File: config.mk
export PLATFORM = sky130hd
export DESIGN_NAME = s_route_compute
export DESIGN_NICKNAME = d
export VERILOG_FILES = /design/src/rtl/noc_route_pkg.sv /design/src/rtl/s_route_compute.sv
export SDC_FILE = /design/constraint.sdc
export NUM_CORES = 1
export LEC_CHECK = 0
export BUFFER_PORTS_ARGS = -buffer_cell sky130_fd_sc_hd__buf_2
export CORE_MARGIN = 2
export CORE_UTILIZATION = 42
export CTS_BUF_LIST = sky130_fd_sc_hd__clkbuf_4 sky130_fd_sc_hd__clkbuf_8
export CTS_CLUSTER_SIZE = 12
export DETAILED_ROUTE_END_ITERATION = 10
export GPL_ROUTABILITY_DRIVEN = 0
export PLACE_DENSITY = 0.93
export RECOVER_POWER = 25
export SLEW_MARGIN = 20
export SYNTH_ARGS = -nofsm -noshare
export SYNTH_HDL_FRONTEND = slang
export SYNTH_SLANG_ARGS = --single-unit
File: constraint.sdc
create_clock -name clk -period 2.1 [get_ports clk]
set_clock_uncertainty 0.15 [all_clocks]
set_input_delay 0.42 -clock clk [delete_from_list [all_inputs] [get_ports clk]]
set_output_delay 0.42 -clock clk [all_outputs]
set_load 0.02 [all_outputs]
File: src/rtl/noc_route_pkg.sv
// Shared NoC route definitions: flit framing fields, one-hot port codes and
// the line/ring next-hop function used by every input port.
package noc_route_pkg;

    typedef enum logic [1:0] {
        FLIT_BODY     = 2'b00,
        FLIT_HEAD     = 2'b01,
        FLIT_TAIL     = 2'b10,
        FLIT_HEADTAIL = 2'b11
    } flit_type_e;

    localparam logic [2:0] PORT_LOCAL = 3'b001;
    localparam logic [2:0] PORT_EAST  = 3'b010;
    localparam logic [2:0] PORT_WEST  = 3'b100;

    localparam int TYPE_LSB = 0;
    localparam int TYPE_W   = 2;
    localparam int DEST_LSB = TYPE_LSB + TYPE_W;

    // Wide enough for any node-ID width in use; callers zero-extend.
    localparam int ROUTE_ID_W = 16;

    function automatic logic [2:0] route_port(input logic [ROUTE_ID_W-1:0] dest,
                                              input logic [ROUTE_ID_W-1:0] node_id);
        logic [2:0] port;
        if (dest == node_id) begin
            port = PORT_LOCAL;
        end else if (dest > node_id) begin
            port = PORT_EAST;
        end else begin
            port = PORT_WEST;
        end
        return port;
    endfunction

endpackage

File: src/rtl/s_route_compute.sv
// Per-input-port route computation: routes each HEAD flit to a one-hot next
// hop, holds it until the TAIL pops, and drops/flags malformed traffic.
//
// state     | meaning
// ----------+--------------------------------------------------------------
// ST_IDLE   | no packet in flight; waiting for a HEAD at the buffer head
// ST_ROUTED | route issued and held; counting pops until TAIL or length cap
module s_route_compute
    import noc_route_pkg::*;
#(
    parameter int          FLIT_WIDTH    = 32,
    parameter int          NODE_ID_WIDTH = 4,
    parameter int unsigned NODE_ID       = 0,
    parameter int          MAX_PKT_LEN   = 16
) (
    input  logic                               clk,
    input  logic                               reset,
    input  logic                               ib_empty_i,
    input  logic [FLIT_WIDTH-1:0]              ib_flit_i,
    input  logic                               ib_read_i,
    output logic [2:0]                         nhr_address_o,
    output logic                               nhr_write_o,
    output logic                               route_valid_o,
    output logic                               ib_drop_o,
    output logic                               err_o,
    output logic [$clog2(MAX_PKT_LEN+1)-1:0]   flit_cnt_o
);

    localparam int CNT_W = $clog2(MAX_PKT_LEN + 1);
    localparam logic [CNT_W-1:0] CNT_MAX = CNT_W'(MAX_PKT_LEN);

    localparam logic [0:0] ST_IDLE   = 1'b0;
    localparam logic [0:0] ST_ROUTED = 1'b1;

    logic [0:0]       state_q, state_d;
    logic [2:0]       addr_q, addr_d;
    logic             write_q, write_d;
    logic             valid_q, valid_d;
    logic             drop_q, drop_d;
    logic             err_q, err_d;
    logic [CNT_W-1:0] cnt_q, cnt_d;

    flit_type_e             flit_type;
    logic [NODE_ID_WIDTH-1:0] flit_dest;
    logic                   is_head;
    logic                   is_tail;
    logic [2:0]             route;
    logic [CNT_W-1:0]       cnt_inc;

    assign flit_type = flit_type_e'(ib_flit_i[TYPE_LSB +: TYPE_W]);
    assign flit_dest = ib_flit_i[DEST_LSB +: NODE_ID_WIDTH];
    assign is_head   = (flit_type == FLIT_HEAD) || (flit_type == FLIT_HEADTAIL);
    assign is_tail   = (flit_type == FLIT_TAIL) || (flit_type == FLIT_HEADTAIL);
    assign route     = route_port(ROUTE_ID_W'(flit_dest), ROUTE_ID_W'(NODE_ID));
    assign cnt_inc   = (cnt_q == CNT_MAX) ? cnt_q : cnt_q + 1'b1;

    always_comb begin
        state_d = state_q;
        addr_d  = addr_q;
        write_d = 1'b0;
        valid_d = valid_q;
        drop_d  = 1'b0;
        err_d   = err_q;
        cnt_d   = cnt_q;
        case (state_q)
            ST_IDLE: begin
                if (!ib_empty_i) begin
                    if (is_head) begin
                        addr_d  = route;
                        write_d = 1'b1;
                        valid_d = 1'b1;
                        cnt_d   = '0;
                        state_d = ST_ROUTED;
                    end else if (!drop_q) begin
                        // The flit seen while a drop is in progress is the one being discarded.
                        drop_d = 1'b1;
                        err_d  = 1'b1;
                    end
                end
            end
            ST_ROUTED: begin
                if (ib_read_i && !ib_empty_i) begin
                    if (is_head && (cnt_q != '0)) begin
                        err_d = 1'b1;
                    end
                    if (is_tail) begin
                        valid_d = 1'b0;
                        cnt_d   = '0;
                        state_d = ST_IDLE;
                    end else if (cnt_inc == CNT_MAX) begin
                        err_d   = 1'b1;
                        valid_d = 1'b0;
                        cnt_d   = cnt_inc;
                        state_d = ST_IDLE;
                    end else begin
                        cnt_d = cnt_inc;
                    end
                end
            end
            default: begin
                state_d = ST_IDLE;
                valid_d = 1'b0;
            end
        endcase
    end

    always_ff @(posedge clk) begin
        if (!reset) begin
            state_q <= ST_IDLE;
            addr_q  <= PORT_LOCAL;
            write_q <= 1'b0;
            valid_q <= 1'b0;
            drop_q  <= 1'b0;
            err_q   <= 1'b0;
            cnt_q   <= '0;
        end else begin
            state_q <= state_d;
            addr_q  <= addr_d;
            write_q <= write_d;
            valid_q <= valid_d;
            drop_q  <= drop_d;
            err_q   <= err_d;
            cnt_q   <= cnt_d;
        end
    end

    assign nhr_address_o = addr_q;
    assign nhr_write_o   = write_q;
    assign route_valid_o = valid_q;
    assign ib_drop_o     = drop_q;
    assign err_o         = err_q;
    assign flit_cnt_o    = cnt_q;

endmodule

-- Yosys cells after proc, flatten, opt, wreduce, memory -nomap -nowiden
Cells that the tools add are included.
- output and inout port bits: 12
- logic and storage cells: 65
- register bits: 13
- magnitude comparators: 1
- equality and inequality tests: 11
- mux-type cells: 29
- add/sub/neg operators: 1
- bitwise gates (word level): 3
- reductions and logical operators: 13
- operators by type and width (operator ; number):
    $mux 5 ; 5
    $mux 1 ; 18
    $eq 5x5->1 const B ; 2
    $pmux 5 s2 ; 1
    $ne 2x2->1 const B ; 4
    $reduce_and 4->1 ; 2
    $mux 3 ; 2
    $pmux 1 s2 ; 3
    $reduce_and 3->1 ; 2
    $add 5x1->5 const B ; 1
    $reduce_bool 5->1 ; 1
    $eq 2x2->1 const B ; 2
    $gt 4x1->1 const B ; 1
    $logic_not 4->1 ; 1
    $reduce_or 4->1 ; 1
    $ne 3x1->1 const B ; 1
    $not 1->1 ; 3
    $eq 2x1->1 const B ; 1
    $logic_and 1x1->1 ; 2
    $logic_or 1x1->1 ; 2
    $ne 2x1->1 const B ; 1
    $reduce_or 2->1 ; 1
    $logic_not 1->1 ; 1

-- Logic depth before layout (Yosys ltp)
- depth after elaboration: 8
- gate-level depth with buffers: 7

-- Least setup slack after synthesis
No wires, ideal clock.
- path type: register to register
- start point: reg cnt_q[0], in the netlist flit_cnt_o[0]
- end point: reg valid_q, in the netlist route_valid_o
- cell stages (with the launch flop): 6
- slack: 0.322 ns
- setup time: 0.138 ns
- path buffers: 0
- arrival: 1.491 ns
- cells stage by stage: dfxtp_1 ha_1 o21ai_1 a311o_1 nor3_2 o221ai_1
- word-level cells in the longest chain between the ends: 5
- elaborated cells on any way between the ends: 6
- those cells by class: add/sub: 1; eq/ne: 3; mux: 1; reduce/logical: 1
- ends and longest elaborated chain (element ; line ; source):
    from (decl) ; s_route_compute.sv:41 ; logic [CNT_W-1:0] cnt_q, cnt_d;
    from (signal assigned) ; s_route_compute.sv:123 ; cnt_q <= cnt_d;
    $add 5x1->5 / $eq 5x5->1 (equally long branches) ; s_route_compute.sv:55 ; assign cnt_inc = (cnt_q == CNT_MAX) ? cnt_q : cnt_q + 1'b1;
    $mux 5 * ; s_route_compute.sv:55 ;
    $eq 5x5->1 * ; s_route_compute.sv:90 ; end else if (cnt_inc == CNT_MAX) begin
    $ne 3x1->1 (no source line) * ; n/a ;
    $reduce_and 4->1 (no source line) * ; n/a ;
    to (signal assigned) ; s_route_compute.sv:120 ; valid_q <= valid_d;
    to (decl) ; s_route_compute.sv:38 ; logic valid_q, valid_d;
Every way passes the cells marked *; elsewhere a longest branch is shown, timed or not.
A chain may end at the register's enable or synchronous reset.

-- Worst setup path after layout
Same ends and word-level chain as after synthesis.

==> results.ini <==
[floorplan]
dieArea_um2=2000
num_io_pins=48
fp.dieH_um=44.7
die_x_um=44.7
placementRows=14
initial_core_util_pct=45.6
design.core.area_um2=1520

[logic_synthesis]
postSynthAreaPerCell_um2=7.82
yosys.cell_types.count=35
yosysWarnings=0
netlist_area_um2=696
yosysMostFrequentCell=dfxtp_1
ys_top_cells_by_area=dfxtp_1, a21oi_1, nand2_1, o21ai_0, nor2_1
synth_nets=127
synthFlopType=dfxtp_1
synth_top_area_cell=dfxtp_1
synth_common_cells=dfxtp_1, a21oi_1, nand2_1, nor2_1, o21ai_0
synth_edf_count=0
synth_top_area_share_pct=34.5
async_reset_ff_share_pct=0
ys_ff_latch=12
synthCells=89
synth_seq_area_share_pct=34.5

[flow_run]
maxCapViolCount=0

[timing]
tns_ns=0
fmax_ghz=0.537
rsz0062_at_grt=false
report.final.slew_viol_count=0
fin_crit_sh_pct=88.6
min_period_ns=1.86
setup_viol=0
hold_violations=0

[global_routing]
antenna_found_initial=0
grt_start_max_net_pins=12
grt.total_usage_pct=18.5
grt_pass1_vias=687
grt_pass1_wl_um=2720
grt_overflow=0

[clocking]
h-tree-depth=1
cts-root-buf=clkbuf_4
cts_setup_buffers=0
cts_buffer_depth=2
clk_latency_ns=0.28
cts_resized=0
cts_sinks=12
tritoncts=built
cts_hold_buf=0
cts.reportedPaths.clkPinSlew_ns=0.08
numCtsBuffers=3

[power_and_ir_drop]
power.total_mw=0.510
vdd_drop_max_uv=343
p_leak_nw=0.344
pwr_density_cell_nw_per_um2=633

[cells_and_area]
fill_cells=162
areaGrowthSynthToFinish_pct=15.6
diodes=0
final_nets=146
design_area_um2=805
final_layout_size_suffix_gt1_share_pct=23.4
fin_cells=123

[worst_setup_path]
path_cells=ha_1 -> a21oi_1 -> a311o_1 -> nor3_2 -> o221ai_1
slowest_delay_ns=0.47
cp_slowest_cell=dfxtp_1
path_class=flip-flop to flip-flop
critical-path-top-delay-family=compound AO/OA/AOI/OAI gates
cp-start-kind=flip-flop
crit_buf_inv=0
endpoint_kind=flip-flop
cp.arrival_ns=1.86
cp_max_fo=8
crit_required_ns=2.09

[place]
io_buffers=20
placed_area_um2=772
dp.cells=119
hpwl_um=1200

[route]
met3_length_um=87
routedWlPerCell_um=12.8
wl_met1_um=691
routed.top_layer=met4
firstDrtPassIters=4
drt_wl_total_um=1570
antenna_left=0
drtIter0Drc=17
vias=696
routed_via_density=5.66
wl_met2_um=760
drc=0

[status]
outcome=finished clean

[min_path]
hp-class=input pin to flip-flop

[placed cells by master (no fill, tap or decap), drive strengths merged]
cell | Yosys | final
o22a | 1 | 1
nor3b | 3 | 3
a21o | 1 | 1
or4 | 1 | 1
a221o | 1 | 1
conb | 1 | 1
o21ai | 8 | 8
inv | 6 | 6
nor2b | 1 | 1
buf | 5 | 17
nand3 | 1 | 1
nand2b | 3 | 3
and3 | 3 | 3
o221ai | 1 | 1
nor2 | 7 | 7
nand2 | 10 | 10
nor4 | 1 | 1
nor3 | 2 | 2
o211ai | 1 | 1
o22ai | 1 | 1
or3 | 1 | 1
o41ai | 1 | 1
a21oi | 10 | 10
ha | 2 | 2
clkbuf | 1 | 7
and2b | 1 | 1
a311o | 1 | 1
nand3b | 2 | 2
dfxtp | 12 | 12
[where the power goes]
part           leakage (nW)  switching [mW]  internal (mW)
combinational         0.226          0.0461         0.0284
sequential           0.0980         0.00927          0.239
clock                0.0210          0.0813          0.106
total                 0.344           0.137          0.373
[path summary, 6_finish.rpt]
path	startpoint	end	slack, ns	depth (start not counted)
hold / removal	ib_empty_i	ib_drop_o$_SDFF_PP0_	0.20	2
hold reg to reg	nhr_address_o[0]$_SDFFE_PN1P_	nhr_address_o[0]$_SDFFE_PN1P_	0.32	1
setup / recovery	flit_cnt_o[0]$_SDFFE_PN0P_	route_valid_o$_SDFFE_PN0P_	0.24	5
setup reg to reg	flit_cnt_o[0]$_SDFFE_PN0P_	route_valid_o$_SDFFE_PN0P_	0.24	5
[worst reg2reg max path, cell delays in order, from the launching register on]
cell	delay (ns)
dfxtp_1	0.47
ha_1	0.31
a21oi_1	0.10
a311o_1	0.35
nor3_2	0.21
o221ai_1	0.14
[state kept, by name, summed over array words and instances, names as in the netlist]
signal and cells:
flit_cnt_o 5, nhr_address_o 2, err_o 1, ib_drop_o 1, nhr_write_o 1, route_valid_o 1, state_q 1
[final cells by class]
type,count,area [um2],area share (%)
inverters,6,22.5,2.80
clock buffers,4,36.3,4.51
repair buffers,20,96.3,12.0
well taps,16,20.0,2.49
multi-input cells,65,389,48.4
flip-flops and latches,12,240,29.9
[cells by family (layout without fill, tap and decap cells)]
| family | count (synthesis) | in the layout | synth area share, % |
|---|---|---|---|
| AO/OA/AOI/OAI | 26 | 26 | 22.7 |
| adder cells (fa/ha/maj) | 2 | 2 | 3.60 |
| buffers and inverters | 12 | 30 | 9.53 |
| flip-flops | 12 | 12 | 34.5 |
| other | 1 | 1 | 0.539 |
| AND/OR/NAND/NOR | 36 | 36 | 29.1 |
[routing by layer]
metal,vias to the layer above,global-route usage [%]
met4,0,9.09
li1,346,-
met2,22,33.3
met5,-,0
met3,5,3.60
met1,323,20.6
[per-stage QoR]
step | utilization [%] | hold WS [ns] | worst slack (ns)
after detailed placement | 50.7 | 0.296 | 0.240
final | 52.8 | 0.203 | 0.239
after CTS | 53.0 | 0.198 | 0.248
after global placement | 50.7 | 0.285 | 0.284
after floorplan | - | 0.348 | 0.322
after global routing | 52.8 | 0.225 | 0.0988
(Power assumes the default switching activity.)
